$ cat src/rtl/uart_tx_buffered_pkg.sv
// Shared UART types and constants: frame geometry and the transmit/receive
// FSM state encodings used by the buffered transmitter and the duplex wrapper.
package uart_tx_buffered_pkg;

   localparam int UART_FRAME_BITS = 11;
   localparam int UART_DATA_BITS  = 8;

   typedef enum logic [2:0] {
      TX_IDLE   = 3'd0,
      TX_START  = 3'd1,
      TX_DATA   = 3'd2,
      TX_PARITY = 3'd3,
      TX_STOP   = 3'd4
   } tx_state_t;

   typedef enum logic [2:0] {
      RX_IDLE   = 3'd0,
      RX_START  = 3'd1,
      RX_DATA   = 3'd2,
      RX_PARITY = 3'd3,
      RX_STOP   = 3'd4
   } rx_state_t;

   function automatic logic calc_parity(input logic [UART_DATA_BITS-1:0] data_byte);
      return ^data_byte;
   endfunction

endpackage

$ cat src/rtl/uart_tx_buffered_if.sv
// Bus-side handshake between the peripheral register block and the
// buffered transmitter: byte push strobe plus FIFO and frame status.
interface uart_tx_buffered_if;
   logic [7:0] tx_data;
   logic       tx_send;
   logic       fifo_full;
   logic       fifo_empty;
   logic       tx_done;
   logic       overflow;

   modport master (
      output tx_data,
      output tx_send,
      input  fifo_full,
      input  fifo_empty,
      input  tx_done,
      input  overflow
   );

   modport slave (
      input  tx_data,
      input  tx_send,
      output fifo_full,
      output fifo_empty,
      output tx_done,
      output overflow
   );
endinterface

$ cat src/rtl/uart_tx_buffered_fifo.sv
// Small synchronous FIFO holding bytes queued for transmission. Pointers
// carry one extra wrap bit so full and empty differ only in that MSB.
module uart_tx_fifo #(
   parameter int WIDTH = 8,
   parameter int DEPTH = 4
) (
   input  logic             clk,
   input  logic             n_rst,
   input  logic             push,
   input  logic             pop,
   input  logic [WIDTH-1:0] wr_data,
   output logic [WIDTH-1:0] rd_data,
   output logic             full,
   output logic             empty
);

   localparam int AW = (DEPTH > 1) ? $clog2(DEPTH) : 1;

   logic [WIDTH-1:0] mem [DEPTH];
   logic [AW:0]      wr_ptr;
   logic [AW:0]      rd_ptr;
   logic             push_ok;
   logic             pop_ok;

   // A push into a full FIFO still lands when the head leaves in the same cycle.
   always_comb begin
      pop_ok  = pop && !empty;
      push_ok = push && (!full || pop_ok);
   end

   // Occupancy flags come straight from the pointers, so they track the latest edge.
   always_comb begin
      empty   = (wr_ptr == rd_ptr);
      full    = (wr_ptr[AW] != rd_ptr[AW]) && (wr_ptr[AW-1:0] == rd_ptr[AW-1:0]);
      rd_data = mem[rd_ptr[AW-1:0]];
   end

   // Pointer advance; reset drops every queued byte.
   always_ff @(posedge clk or negedge n_rst) begin
      if (!n_rst) begin
         wr_ptr <= '0;
         rd_ptr <= '0;
      end else begin
         if (push_ok) wr_ptr <= wr_ptr + 1'b1;
         if (pop_ok)  rd_ptr <= rd_ptr + 1'b1;
      end
   end

   // Storage is not reset; an entry is only read after it has been written.
   always_ff @(posedge clk) begin
      if (push_ok) mem[wr_ptr[AW-1:0]] <= wr_data;
   end

endmodule

$ cat src/rtl/uart_tx_buffered.sv
// Buffered UART transmitter: bytes queued through a small FIFO are sent as
// start, 8 data bits LSB first, even-XOR parity and one stop bit, with
// consecutive frames chained without an idle bit.
module uart_tx_buffered
   import uart_tx_buffered_pkg::*;
#(
   parameter int BIT_COUNTS = 5200,
   parameter int FIFO_DEPTH = 4
) (
   input  logic               clk,
   input  logic               n_rst,
   uart_tx_buffered_if.slave  bus,
   output logic               tx,
   output logic [2:0]         tx_state
);

   localparam int CW = (BIT_COUNTS > 2) ? $clog2(BIT_COUNTS) : 1;
   localparam logic [CW-1:0] BAUD_LAST = CW'(BIT_COUNTS - 1);

   tx_state_t  state;
   tx_state_t  state_next;
   logic [CW-1:0] baud_cnt;
   logic [CW-1:0] baud_next;
   logic [2:0] bit_idx;
   logic [2:0] bit_idx_next;
   logic [7:0] shift_reg;
   logic [7:0] shift_next;
   logic       parity_bit;
   logic       parity_next;
   logic       tx_reg;
   logic       tx_next;
   logic       overflow_reg;
   logic       baud_wrap;
   logic       fifo_pop;
   logic       fifo_full;
   logic       fifo_empty;
   logic [7:0] fifo_head;

   uart_tx_fifo #(
      .WIDTH (8),
      .DEPTH (FIFO_DEPTH)
   ) u_fifo (
      .clk     (clk),
      .n_rst   (n_rst),
      .push    (bus.tx_send),
      .pop     (fifo_pop),
      .wr_data (bus.tx_data),
      .rd_data (fifo_head),
      .full    (fifo_full),
      .empty   (fifo_empty)
   );

   // State register for the frame sequencer.
   always_ff @(posedge clk or negedge n_rst) begin
      if (!n_rst) state <= TX_IDLE;
      else        state <= state_next;
   end

   // Next-state: every bit lasts one full baud period; STOP chains straight into START.
   always_comb begin
      baud_wrap  = (baud_cnt == BAUD_LAST);
      state_next = state;
      case (state)
         TX_IDLE:   if (!fifo_empty) state_next = TX_START;
         TX_START:  if (baud_wrap) state_next = TX_DATA;
         TX_DATA:   if (baud_wrap && bit_idx == 3'd7) state_next = TX_PARITY;
         TX_PARITY: if (baud_wrap) state_next = TX_STOP;
         TX_STOP:   if (baud_wrap) state_next = fifo_empty ? TX_IDLE : TX_START;
         default:   state_next = TX_IDLE;
      endcase
   end

   // Outputs and datapath next values: pop/load on frame start, shift on DATA bit edges.
   always_comb begin
      fifo_pop = !fifo_empty &&
                 ((state == TX_IDLE) || (state == TX_STOP && baud_wrap));

      shift_next  = shift_reg;
      parity_next = parity_bit;
      if (fifo_pop) begin
         shift_next  = fifo_head;
         parity_next = calc_parity(fifo_head);
      end else if (state == TX_DATA && baud_wrap) begin
         shift_next = shift_reg >> 1;
      end

      bit_idx_next = '0;
      if (state == TX_DATA) bit_idx_next = baud_wrap ? bit_idx + 3'd1 : bit_idx;

      baud_next = baud_cnt + 1'b1;
      if (state == TX_IDLE || baud_wrap || state_next != state) baud_next = '0;

      case (state_next)
         TX_START:  tx_next = 1'b0;
         TX_DATA:   tx_next = shift_next[0];
         TX_PARITY: tx_next = parity_next;
         default:   tx_next = 1'b1;
      endcase

      tx_state       = state;
      tx             = tx_reg;
      bus.tx_done    = (state == TX_STOP) && baud_wrap;
      bus.fifo_full  = fifo_full;
      bus.fifo_empty = fifo_empty;
      bus.overflow   = overflow_reg;
   end

   // Datapath registers; the line register keeps the pin glitch-free and idles high.
   always_ff @(posedge clk or negedge n_rst) begin
      if (!n_rst) begin
         baud_cnt     <= '0;
         bit_idx      <= '0;
         shift_reg    <= '0;
         parity_bit   <= 1'b0;
         tx_reg       <= 1'b1;
         overflow_reg <= 1'b0;
      end else begin
         baud_cnt     <= baud_next;
         bit_idx      <= bit_idx_next;
         shift_reg    <= shift_next;
         parity_bit   <= parity_next;
         tx_reg       <= tx_next;
         overflow_reg <= bus.tx_send && fifo_full && !fifo_pop;
      end
   end

endmodule
$ cat src/flat_wrapper.sv
// flat-port wrapper written by rule: the top's interface ports become plain ports
module uart_tx_buffered_flat import uart_tx_buffered_pkg::*;
#(
   parameter int BIT_COUNTS = 5200,
   parameter int FIFO_DEPTH = 4
)
  (clk, n_rst, tx, tx_state, bus_tx_data, bus_tx_send, bus_fifo_full, bus_fifo_empty, bus_tx_done, bus_overflow);
  uart_tx_buffered_if bus_i ();
  input  logic clk;
  input  logic n_rst;
  output logic tx;
  output logic [2:0] tx_state;
  input wire logic [$bits(bus_i.tx_data)-1:0] bus_tx_data;
  input wire logic [$bits(bus_i.tx_send)-1:0] bus_tx_send;
  output wire logic [$bits(bus_i.fifo_full)-1:0] bus_fifo_full;
  output wire logic [$bits(bus_i.fifo_empty)-1:0] bus_fifo_empty;
  output wire logic [$bits(bus_i.tx_done)-1:0] bus_tx_done;
  output wire logic [$bits(bus_i.overflow)-1:0] bus_overflow;
  assign bus_i.tx_data = bus_tx_data;
  assign bus_i.tx_send = bus_tx_send;
  assign bus_fifo_full = bus_i.fifo_full;
  assign bus_fifo_empty = bus_i.fifo_empty;
  assign bus_tx_done = bus_i.tx_done;
  assign bus_overflow = bus_i.overflow;
  uart_tx_buffered #(.BIT_COUNTS(BIT_COUNTS), .FIFO_DEPTH(FIFO_DEPTH)) u_core (.clk(clk), .n_rst(n_rst), .bus(bus_i), .tx(tx), .tx_state(tx_state));
endmodule
$ cat config.mk
export PLATFORM = sky130hd
export DESIGN_NAME = uart_tx_buffered_flat
export DESIGN_NICKNAME = d
export VERILOG_FILES = /design/src/rtl/uart_tx_buffered_pkg.sv /design/src/rtl/uart_tx_buffered_if.sv /design/src/rtl/uart_tx_buffered_fifo.sv /design/src/rtl/uart_tx_buffered.sv /design/src/flat_wrapper.sv
export SDC_FILE = /design/constraint.sdc
export NUM_CORES = 1
export LEC_CHECK = 0
export ABC_AREA = 1
export BUFFER_PORTS_ARGS = -buffer_cell sky130_fd_sc_hd__buf_2
export CORE_ASPECT_RATIO = 0.5
export CORE_MARGIN = 5
export CORE_UTILIZATION = 40
export CTS_BUF_LIST = sky130_fd_sc_hd__clkbuf_4
export DETAILED_ROUTE_END_ITERATION = 8
export HOLD_SLACK_MARGIN = 0.1
export PLACE_DENSITY_LB_ADDON = 0.12
export SLEW_MARGIN = 20
export SYNTH_ARGS = -nofsm -noshare
export SYNTH_HDL_FRONTEND = slang
export SYNTH_SLANG_ARGS = --single-unit
export TNS_END_PERCENT = 100
$ cat constraint.sdc
create_clock -name clk -period 6.05 [get_ports clk]
set_input_delay 0.3025 -clock clk [delete_from_list [all_inputs] [get_ports clk]]
set_output_delay 0.3025 -clock clk [all_outputs]
set_load 0.05 [all_outputs]
## Yosys cells after proc, flatten, opt, wreduce, memory -nomap -nowiden

Memories as Yosys holds them, arrays and structs flattened.
Index checks and enable logic that the tools add are counted.

| storage, ports and cells | value |
|---|---|
| bits in registers | 36 |
| RAM bits | 32 |
| memories | 1 |

| operators by class | value |
|---|---|
| add/sub/neg operators | 4 |
| equality and inequality tests | 14 |
| muxes and demuxes | 16 |
| reductions and logical operators | 19 |

Memory list:

| name | words | width | read ports | clocked after Yosys merged registers in | wr ports | RTL line | source |
|---|---|---|---|---|---|---|---|
| u_core.u_fifo.mem | 4 | 8 | 1 | 0 | 1 | uart_tx_buffered_fifo.sv:19 | `logic [WIDTH-1:0] mem [DEPTH];` |

Operators by type and width:

| kind | number |
|---|---|
| $mux W3 | 7 |
| $mux W8 | 2 |
| $pmux W3 S5 | 1 |
| $add A13 B1 Y13 const B | 1 |
| $eq A13 B13 Y1 const B | 1 |
| $mux W13 | 1 |
| $eq A3 B2 Y1 const B | 4 |
| $add A3 B1 Y3 const B | 3 |
| $logic_and A1 B1 Y1 | 9 |
| $reduce_xor A8 Y1 | 1 |
| $eq A3 B1 Y1 const B | 2 |
| $eq A3 B3 Y1 const B | 2 |
| $logic_or A1 B1 Y1 | 4 |
| $mux W1 | 4 |
| $eq A3 B3 Y1 | 1 |
| $logic_not A1 Y1 | 3 |
| $logic_not A3 Y1 | 1 |
| $ne A3 B3 Y1 | 1 |
| $pmux W1 S3 | 1 |
| $eq A2 B2 Y1 | 1 |
| $ne A2 B1 Y1 const B | 1 |
| $reduce_bool A2 Y1 | 1 |
| $ne A1 B1 Y1 | 1 |

## Depth between registers and ports, before layout

Gate-level depths: netlist of the first run.

| logic depth | value |
|---|---|
| depth in word-level cells | 9 |
| mapped depth | 16 |
| mapped depth without buffers | 14 |

## Cells and area by module

A second synthesis of the first run with hierarchy kept.

| unflattened totals | value |
|---|---|
| cells, all modules | 352 |
| area total of the unflattened synthesis | 3450.8 um2 |

Modules (own cells, without submodules):

| module | times used | cells an instance | area each (um2) | sequential area each (um2) |
|---|---|---|---|---|
| uart_tx_buffered | 1 | 215 | 1789.2 | 752.0 |
| uart_tx_fifo | 1 | 137 | 1661.6 | 1111.1 |

## Least setup slack after synthesis of the first run

Ideal clock, no wire load.

| timing path | value |
|---|---|
| path type | register to register |
| from | register u_core.u_fifo.rd_ptr[0] |
| to | memory u_core.u_fifo.mem[0][0] (enable) |
| arrival | 1896 ps |
| setup slack | 3881 ps |
| cell stages (with the launch flop) | 9 |
| buffers on the path | 1 |
| clock period less this slack | 2169 ps |
| cell sequence | dfrtp_1 buf_4 inv_4 nand2_1 nand4_2 nor2_1 nand2_2 nand2_4 nor2_1 |

| between the ends | value |
|---|---|
| elaborated cells on any way between the ends | 11 |
| classes of those cells | eq/ne (2); mux (2); reduce/logical (7) |

RTL lines:

| item | RTL line | source |
|---|---|---|
| from (decl) | uart_tx_buffered_fifo.sv:21 | `logic [AW:0] rd_ptr;` |
| from (signal assigned) | uart_tx_buffered_fifo.sv:45 | `if (pop_ok) rd_ptr <= rd_ptr + 1'b1;` |
| $eq A2 B2 Y1 | uart_tx_buffered_fifo.sv:34 | `full = (wr_ptr[AW] != rd_ptr[AW]) && (wr_ptr[AW-1:0] == rd_ptr[AW-1:0]);` |
| $logic_and A1 B1 Y1 | uart_tx_buffered_fifo.sv:34 |  |
| named net bus_fifo_full | flat_wrapper.sv:15 | `output wire logic [$bits(bus_i.fifo_full)-1:0] bus_fifo_full;` |
| $logic_not A1 Y1 | uart_tx_buffered_fifo.sv:28 | `push_ok = push && (!full \|\| pop_ok);` |
| $logic_or A1 B1 Y1 | uart_tx_buffered_fifo.sv:28 |  |
| $logic_and A1 B1 Y1 | uart_tx_buffered_fifo.sv:28 |  |
| $mux W1 | uart_tx_buffered_fifo.sv:51 | `if (push_ok) mem[wr_ptr[AW-1:0]] <= wr_data;` |
| $mux W1 (not written as such) | uart_tx_buffered_fifo.sv:51 |  |
| to (decl) | uart_tx_buffered_fifo.sv:19 |  |

The timed path passes the listed nets, and every way through them passes these cells.

## Worst setup path in the final report of the first run

| timing path | value |
|---|---|
| from | register u_core.u_fifo.rd_ptr[0] |
| to | output port bus_fifo_full |

| between the ends | value |
|---|---|
| longest elaborated chain between the ends | 2 |

Ends and longest elaborated chain:

| item | RTL line |
|---|---|
| $eq A2 B2 Y1 | uart_tx_buffered_fifo.sv:34 |
| $logic_and A1 B1 Y1 | uart_tx_buffered_fifo.sv:34 |
| to (decl) | flat_wrapper.sv:15 |

Every way passes these cells.

==> flow_metrics.tcl, run 1 <==
set metrics [dict create \
    outcome "finished clean" \
    critPathTopFamily "flip-flops" \
    maxCapViolCount 0 \
    grt_pass1_vias 2332 \
    root_buffer "clkbuf_4" \
    synth.avg_cell_area_um2 9.109 \
    rsz0062_at_grt "false" \
    die_x_um 140.0 \
    seqPwrFrac_pct 49.4 \
    ys_seq_area_share_pct 55.13 \
    reg2regPathDepth 9 \
    multi_input_area_mm2 0.001326 \
    finalCritPeriodShare_pct 41.27 \
    ys.flop_type "dfrtp_1" \
    rrSetupSlack_ps 3700 \
    antenna_left 0 \
    power_frac_comb_pct 17.0 \
    leakagePower_nw 1.800 \
    die_y_um 75.00 \
    cp_max_fo 20 \
    cts_tree "done" \
    critPathKind "register to output port" \
    switching_share_pct 29.17 \
    fmax_mhz 400.5 \
    crit_slowest_cell "dfrtp_1" \
    p_sw_mw 0.3345 \
    yosys_warnings 0 \
    timing.rr.end "u_core.u_fifo.mem[1][1]$_DFFE_PP_" \
    final_util_pct 47.39 \
    die-area_mm2 0.01050 \
    grtUsageTotal_pct 13.98 \
    grt_first_pass_wirelength_um 11230 \
    crit_cells 5 \
    setup_viol 0 \
    start_util_pct 41.64 \
    syn_inst 371 \
    coreArea_mm2 0.008115 \
    fillCellCount 764 \
    boundaryPins 19 \
    cp-end-kind "output port" \
    max_stage_delay_ps 790 \
    drive_gt1_share_pct 13.48 \
    vias 2504 \
    clkSlewWorstSetupHoldPaths_ps 120 \
    clkSinkCount 68 \
    period_minus_slack_ps 2497 \
    largest_reg_flops 32 \
    postCtsSetupRepairBufs 0 \
    hp-class "input port to register" \
    ir_drop_mv 0.1737 \
    antenna_cells 0 \
    finalPower_mw 1.147 \
    synth_nets 390 \
    viasPerCell 4.815 \
    timing.rr.start "u_core.baud_cnt[0]$_DFF_PN0_" \
    cts_buffers 9 \
    yosys.area.top_type_share_pct 28.43 \
    clkPwrFrac_pct 33.6 \
    synth-edff-count 32 \
    drt-initial-drc-count 149 \
    synthArstFlopShare_pct 52.94 \
    required_ps 5750 \
    port_buffers 18 \
    crit_chain "inv_4, nand2_1, nand4_2, nor2_1, buf_2" \
    seq_area_mm2 0.001863 \
    cp-start-kind "register" \
    yosysTopAreaCell "edfxtp_1" \
    clk_latency_ps 430 \
    num_rows 23 \
    cts_max_level 3 \
    wl_per_cell_um 13.05 \
    place.gp.congestion 0.7906 \
    power.density_mw_per_mm2 298.1 \
    finalClockSkew_ps 14.78 \
    max-slew-margin-rel_pct 44.21 \
    clockBufferDepth 2 \
    gr-total-overflow 0 \
    drv_slew 0 \
    cp-startpoint "u_core.u_fifo.rd_ptr[0]$_DFFE_PN0P_" \
    synthDistinctLibCells 37 \
    hold_slack_ps 147.8 \
    synth_seq_cells 68 \
    synth_area_leaders "edfxtp_1 28%, dfrtp_1 26%, nand2_1 15%, nand3_1 5.5%, inv_1 3.8%" \
    nets 422 \
    dp_hpwl_um 4991 \
    drt_first_pass_iters 4 \
    grt_max_degree 37 \
    hold_viol_final 0 \
    netlist_area_mm2 0.003379 \
    crit_path_end "bus_fifo_full" \
    fin_tns_setup_ps 0 \
    worst_slew_pin_slew_ps 836.9 \
    area_growth_syn_to_layout_pct 13.81 \
    critical_path_buf_inv_count 2 \
    routed_wl_um 6786 \
    drc_errors 0 \
    crit_arrival_ps 2190 \
    power.internal_mw 0.8122 \
    antenna_found_initial 0 \
]
-- logic make-up after synthesis --
logic type | after synthesis | share of synthesized area (%)
AOI/OAI and AO/OA | 20 | 4.073
xor gates and xnor gates | 12 | 3.332
adders and majority gates | 8 | 2.962
DFF | 68 | 55.13
and+or+nand+nor | 219 | 28.88
buffers and inverters | 44 | 5.627
-- cell usage after synthesis (2+ instances only) --
master and count:
a22o_1 2, o21ai_0 5, nor2_4 3, buf_2 3, xor2_1 7, nand4_1 4
nand2_4 2, ha_1 8, nor2_1 27, nand2_1 131, o211ai_1 6, xnor2_1 4
dfrtp_1 35, a21oi_1 4, inv_2 3, nor3_1 4, buf_6 2, edfxtp_1 32
nand3_1 37, nor2_2 2, inv_1 34
-- final cells by class --
| cell class | instances | area share, % |
|---|---|---|
| clock buffer | 9 | 1.757 |
| clock inverter | 7 | 3.221 |
| inverter | 38 | 3.774 |
| multi-input combinational | 259 | 34.48 |
| sequential | 68 | 48.44 |
| tap | 112 | 3.643 |
| timing repair buffer | 27 | 4.684 |
-- metrics by stage --
| stage | setup slack [ps] | cell area (um^2) | cells |
|---|---|---|---|
| after global placement | 3773 | 3565 | 495 |
| after floorplan | 3881 | 3379 | 371 |
| after CTS | 3484 | 3846 | 520 |
| after global routing | 3374 | 3846 | 520 |
| final | 3553 | 3846 | 520 |
| after detailed placement | 3700 | 3565 | 495 |
-- how the worst min path moves through the flow --
stage	startpoint	slack, ps	endpoint	cells past startpoint
final	bus_tx_data[3]	150	u_core.u_fifo.mem[1][3]$_DFFE_PP_	1
after global routing	bus_tx_data[3]	100	u_core.u_fifo.mem[0][3]$_DFFE_PP_	1
after CTS	bus_tx_data[3]	110	u_core.u_fifo.mem[0][3]$_DFFE_PP_	1
after detailed placement	u_core.baud_cnt[0]$_DFF_PN0_	450	u_core.baud_cnt[0]$_DFF_PN0_	1
after global placement	n_rst	440	u_core.baud_cnt[2]$_DFF_PN0_	1
after floorplan	n_rst	7	u_core.baud_cnt[0]$_DFF_PN0_	0
-- layout by cell type (no fill, tap or decap), drive strengths merged --
master,synthesis,layout
a21oi,4,4
a22o,2,2
and2,1,1
buf,6,18
bufinv,0,3
clkbuf,0,9
clkinv,0,2
clkinvlp,0,1
dfrtp,35,35
dfstp,1,1
dlygate4sd3,0,9
edfxtp,32,32
ha,8,8
inv,38,39
nand2,134,134
nand3,38,38
nand4,5,5
nor2,32,32
nor3,6,6
nor3b,1,1
nor4b,1,1
o211ai,6,6
o21ai,8,8
or2,1,1
xnor2,4,4
xor2,8,8
-- per-layer routing --
metal	part of all wire, %	GRT usage [%]	vias up
met4	1.6	5.908	0
met1	48	18.16	1170
met5	0	0	-
li1	-	-	1276
met2	46	22.25	47
met3	4.5	4.315	11
-- power by group through the flow --
stage                     sequential [mW]  clock (mW)  combinational (mW)
after CTS                           0.567       0.398               0.198
after detailed placement            0.577           0               0.192
after global routing                0.573       0.414               0.221
final                               0.566       0.385               0.195
after global placement              0.577           0               0.189
after floorplan                     0.573           0               0.140
-- repair_timing --
| item | 4_1_cts | 5_1_grt |
|---|---|---|
| setup endpoints to repair | 0 | 0 |
| resized for setup | 0 | 0 |
| hold endpoints to repair | 59 | 0 |
| hold buffers | 9 | 0 |
Power figures use the tool's default switching activity.
==> inputs of run 2 (changes only) <==
- ABC_AREA: 1 -> 0
- clock period: 6.05 -> 2.25 ns (I/O delays scaled with it)
==> flow_metrics.tcl, run 2 <==
set metrics [dict create \
    dp_hpwl_um 3924 \
    clkSinkCount 68 \
    setup_viol 22 \
    place.gp.congestion 0.7703 \
    timing.rr.end "u_core.tx$_DFF_PN1_" \
    fillCellCount 655 \
    required_ps 2590 \
    violations "negative setup slack" \
    max-slew-margin-rel_pct 45.60 \
    crit_arrival_ps 2790 \
    hp-class "input port to async pin" \
    die_y_um 71.98 \
    start_util_pct 41.50 \
    clockBufferDepth 2 \
    clkSlewWorstSetupHoldPaths_ps 110 \
    largest_reg_flops 32 \
    worst_slew_pin_slew_ps 816.0 \
    grt_max_degree 37 \
    netlist_area_mm2 0.003073 \
    num_rows 22 \
    drive_gt1_share_pct 31.45 \
    port_buffers 18 \
    period_minus_slack_ps 2451 \
    yosys_warnings 0 \
    viasPerCell 4.913 \
    cts_buffers 9 \
    seq_area_mm2 0.001863 \
    finalCritPeriodShare_pct 109.0 \
    finalClockSkew_ps 9.771 \
    dp_slack_ps -98.49 \
    place_area_mm2 0.003470 \
    gr-total-overflow 0 \
    cts_max_level 3 \
    synth_most_common_cell "dfrtp_1" \
    antenna_cells 0 \
    design_area_mm2 0.003831 \
    synthDistinctLibCells 44 \
    synth_area_leaders "edfxtp_1 31%, dfrtp_1 29%, mux4_2 5.9%, xnor2_1 4.6%, xor2_1 3.4%" \
    drt-initial-drc-count 72 \
    ir_drop_mv 0.4125 \
    yosysTopAreaCell "edfxtp_1" \
    timing.rr.start "u_core.baud_cnt[8]$_DFF_PN0_" \
    power.density_mw_per_mm2 813.1 \
    antenna_left 0 \
    crit_slowest_cell "or4b_4" \
    rrSetupSlack_ps -200 \
    drv_slew 0 \
    synth_nets 244 \
    grt_first_pass_wirelength_um 9998 \
    boundaryPins 19 \
    clk_latency_ps 420 \
    placedCellCount 349 \
    ys_seq_area_share_pct 60.63 \
    final_common_cell "dfrtp_1" \
    synth_seq_cells 68 \
    die_x_um 134.0 \
    finalPower_mw 3.115 \
    max_stage_delay_ps 540 \
    hold_slack_ps 303.2 \
    cp-end-kind "register" \
    final_cell_mix "35 x dfrtp_1, 32 x edfxtp_1, 21 x nor2_1" \
    critPathTopFamily "simple AND/OR/NAND/NOR gates" \
    netlist_top_cells_count "35 x dfrtp_1, 32 x edfxtp_1, 21 x nor2_1, 17 x nand2_1, 16 x xnor2_1" \
    synth.avg_cell_area_um2 13.66 \
    grt_pass1_vias 1966 \
    routed_wl_um 5792 \
    wl_per_cell_um 15.28 \
    vias 1862 \
    grtUsageTotal_pct 13.76 \
    rsz0062_at_grt "true" \
    fmax_mhz 407.9 \
    final_util_pct 51.74 \
    area_growth_syn_to_layout_pct 24.67 \
    cp-start-kind "register" \
    drc_errors 0 \
    power.internal_mw 2.284 \
    synth-edff-count 32 \
    hold_viol_final 0 \
    outcome "finished with violations" \
    p_sw_mw 0.8310 \
    antenna_found_initial 0 \
    root_buffer "clkbuf_4" \
    multi_input_area_mm2 0.001235 \
    clkPwrFrac_pct 32.8 \
    yosys.area.top_type_share_pct 31.27 \
    maxCapViolCount 0 \
    nets 297 \
    critPathKind "register to register" \
    leakagePower_nw 1.608 \
    cp-startpoint "u_core.baud_cnt[8]$_DFF_PN0_" \
    die-area_mm2 0.009641 \
    power_frac_comb_pct 18.3 \
    coreArea_mm2 0.007405 \
    reg2regPathDepth 7 \
    worst_slack_ps -201.4 \
    ys.flop_type "dfrtp_1" \
    switching_share_pct 26.68 \
    syn_inst 225 \
    synthArstFlopShare_pct 52.94 \
    fin_tns_setup_ps -1541 \
    cts_tree "done" \
    instances_no_fill 379 \
    critical_path_buf_inv_count 2 \
    seqPwrFrac_pct 48.9 \
    cp_max_fo 3 \
    crit_chain "or4b_4, or4_4, buf_4, buf_6, mux2i_1, or4bb_1, o211ai_1" \
    drt_first_pass_iters 4 \
]
-- run 2: changes by cell type after synthesis, moves of 4 or more --
cell	previous run	this run
and3_1	0	10
inv_1	34	5
nand4_1	4	0
mux2i_1	0	9
nand3_1	37	3
xor2_1	7	12
nand2_1	131	17
o211ai_1	6	1
xnor2_1	4	16
mux4_2	0	8
nor2_1	27	21
-- run 2: logic make-up (layout without fill, tap and decap cells) --
| family | Yosys count | count (layout) | share of synthesized area [%] |
|---|---|---|---|
| AO/OA/AOI/OAI | 16 | 16 | 3.543 |
| XOR/XNOR | 28 | 28 | 7.980 |
| adder cells (fa/ha/maj) | 8 | 8 | 3.257 |
| buffers and inverters | 15 | 72 | 2.402 |
| flip-flops | 68 | 68 | 60.63 |
| multiplexers | 19 | 19 | 9.528 |
| AND/OR/NAND/NOR | 71 | 72 | 12.66 |
-- run 2: how the worst max path moves through the flow --
stage                                                   end  slack, ps  cells after the start
after global placement    u_core.u_fifo.mem[3][7]$_DFFE_PP_        -60                      5
final                                   u_core.tx$_DFF_PN1_       -200                      7
after CTS                                       bus_tx_done       -240                      5
after detailed placement  u_core.u_fifo.mem[3][6]$_DFFE_PP_       -100                      5
after floorplan                         u_core.tx$_DFF_PN1_        -10                      6
after global routing                            bus_tx_done       -300                      5
-- run 2: what timing repair did --
action	4_1_cts	5_1_grt
gates resized for setup	7	15
gates cloned	1	1
hold buffers	10	0
pin swaps	2	8
endpoints found under the setup margin	46	58
endpoints found under the hold margin	68	0
buffers inserted	1	4
-- run 2: cell type report --
| class | count | area share [%] |
|---|---|---|
| well taps | 96 | 3.135 |
| clock inverters | 6 | 2.939 |
| flip-flops and latches | 68 | 48.63 |
| inverters | 5 | 0.4899 |
| multi-input cells | 143 | 32.23 |
| clock buffers | 10 | 1.960 |
| repair buffers | 51 | 10.61 |
-- run 2: power groups by stage --
| stage | combinational [mW] | sequential (mW) | clock, mW |
|---|---|---|---|
| 2_1_floorplan | 0.371 | 1.54 | 0 |
| 3_3_place_gp | 0.573 | 1.55 | 0 |
| 3_5_place_dp | 0.580 | 1.55 | 0 |
| 4_1_cts | 0.625 | 1.53 | 1.05 |
| 5_1_grt | 0.622 | 1.54 | 1.10 |
| 6_report | 0.571 | 1.52 | 1.02 |
-- run 2: per-layer routing --
| metal | global-route usage, % | wire length, um |
|---|---|---|
| met5 | 0 | 0 |
| met4 | 5.815 | 85 |
| met3 | 4.848 | 234 |
| met2 | 21.63 | 2657 |
| met1 | 17.56 | 2813 |
==> inputs of run 3 (changes only) <==
- PLACE_DENSITY: unset -> 0.56
- PLACE_DENSITY_LB_ADDON: 0.12 -> unset
==> flow_metrics.tcl, run 3 (synthesis gave the netlist of run 2 again) <==
set metrics [dict create \
    outcome "finished with violations" \
    violations "negative setup slack" \
    cp-start-kind "register" \
    clk_latency_ps 420 \
    worst_slack_ps -228.3 \
    boundaryPins 19 \
    clkSinkCount 68 \
    coreArea_mm2 0.007405 \
    final_cell_mix "35 x dfrtp_1, 32 x edfxtp_1, 21 x nor2_1" \
    nets 299 \
    period_minus_slack_ps 2478 \
    final_common_cell "dfrtp_1" \
    max-slew-margin-rel_pct 46.17 \
    place.gp.congestion 0.7284 \
    start_util_pct 41.50 \
    cp-end-kind "register" \
    port_buffers 18 \
    antenna_left 0 \
    cp_max_fo 4 \
    finalClockSkew_ps 14.82 \
    dp_slack_ps -39.95 \
    critPathKind "register to register" \
    drive_gt1_share_pct 32.28 \
    maxCapViolCount 0 \
    largest_reg_flops 32 \
    hp-class "input port to async pin" \
    finalCritPeriodShare_pct 110.1 \
    die_x_um 134.0 \
    grt_max_degree 37 \
    placedCellCount 348 \
    area_growth_syn_to_layout_pct 23.94 \
    required_ps 2610 \
    crit_chain "or4b_4, or4_4, buf_4, buf_6, mux2i_4, or4bb_1, o211ai_1" \
    drc_errors 0 \
    critPathTopFamily "simple AND/OR/NAND/NOR gates" \
    vias 1909 \
    routed_wl_um 5836 \
    gr-total-overflow 0 \
    rsz0062_at_grt "true" \
    grtUsageTotal_pct 13.56 \
    finalPower_mw 2.806 \
    grt_first_pass_wirelength_um 9936 \
    ir_drop_mv 0.4786 \
    dp_hpwl_um 4047 \
    max_stage_delay_ps 540 \
    crit_arrival_ps 2830 \
    instances_no_fill 381 \
    die-area_mm2 0.009641 \
    root_buffer "clkbuf_4" \
    drv_slew 0 \
    wl_per_cell_um 15.32 \
    num_rows 22 \
    cts_buffers 9 \
    clockBufferDepth 2 \
    crit_slowest_cell "or4b_4" \
    critical_path_buf_inv_count 2 \
    setup_viol 49 \
    cts_max_level 3 \
    fmax_mhz 403.5 \
    viasPerCell 5.010 \
    cts_tree "done" \
    antenna_cells 0 \
    worst_slew_pin_slew_ps 807.4 \
    clkSlewWorstSetupHoldPaths_ps 120 \
    drt-initial-drc-count 128 \
    antenna_found_initial 0 \
    grt_pass1_vias 2021 \
    drt_first_pass_iters 4 \
    hold_viol_final 0 \
    power.density_mw_per_mm2 736.7 \
    leakagePower_nw 1.593 \
    die_y_um 71.98 \
]
## run 3: worst paths after layout
kind                                                   start                           endpoint  slack (ps)  cells past startpoint
worst max-delay path            u_core.baud_cnt[8]$_DFF_PN0_                u_core.tx$_DFF_PN1_        -230                      7
worst min-delay path                                   n_rst      u_core.bit_idx[1]$_DFFE_PN0P_         310                      2
worst max register to register  u_core.baud_cnt[8]$_DFF_PN0_                u_core.tx$_DFF_PN1_        -230                      7
worst min register to register  u_core.baud_cnt[0]$_DFF_PN0_       u_core.baud_cnt[0]$_DFF_PN0_         500                      1
max in group asynchronous                              n_rst       u_core.baud_cnt[2]$_DFF_PN0_        1430                      2
min in group clk                              bus_tx_data[6]  u_core.u_fifo.mem[1][6]$_DFFE_PP_         440                      2
## run 3: area by class of cell
type                            count  area [um^2]
Clock inverter                      7        57.56
Clock buffer                        9        67.56
Multi-Input combinational cell    143         1249
Tap cell                           96        120.1
Fill cell                         616         3596
Sequential cell                    68         1863
Inverter                            5        18.77
Timing Repair Buffer               53        432.9
## run 3: where the power goes
group | internal (mW) | switching (mW) | total [mW]
sequential | 1.46 | 0.0635 | 1.53
clock | 0.241 | 0.479 | 0.720
combinational | 0.248 | 0.312 | 0.561
total | 1.95 | 0.855 | 2.81
## run 3: worst register-to-register path: stages, from the launching register on
cell and delay, ps:
dfrtp_1 390, or4b_4 540, or4_4 440, buf_4 150
buf_6 120, mux2i_4 180, or4bb_1 490, o211ai_1 90
## run 3: metal layers
| layer | up-vias | track usage, % | wire length [um] |
|---|---|---|---|
| met2 | 28 | 22.14 | 2790 |
| met1 | 945 | 16.91 | 2671 |
| met3 | 10 | 4.363 | 265 |
| met5 | - | 0 | 0 |
| met4 | 0 | 5.701 | 108 |
| li1 | 926 | - | - |
## run 3: what timing repair did
action | 4_1_cts | 5_1_grt
setup buffers | 5 | 4
gates resized for setup | 18 | 11
pin swaps | 7 | 5
hold buffers | 10 | 0
cloned | 1 | 1
endpoints found under the hold margin | 68 | 0
endpoints found under the setup margin | 37 | 36
## run 3: through the flow
step	util, %	hold slack [ps]	cell area [um^2]	setup TNS (ps)
global placement	46.76	249.3	3462	-1515
floorplan	-	-183.1	3119	-11.99
finish	51.44	308.9	3809	-5490
detailed placement	46.76	259.0	3462	-661.4
global route	51.44	395.3	3809	-9172
CTS	51.13	341.5	3786	-565.4
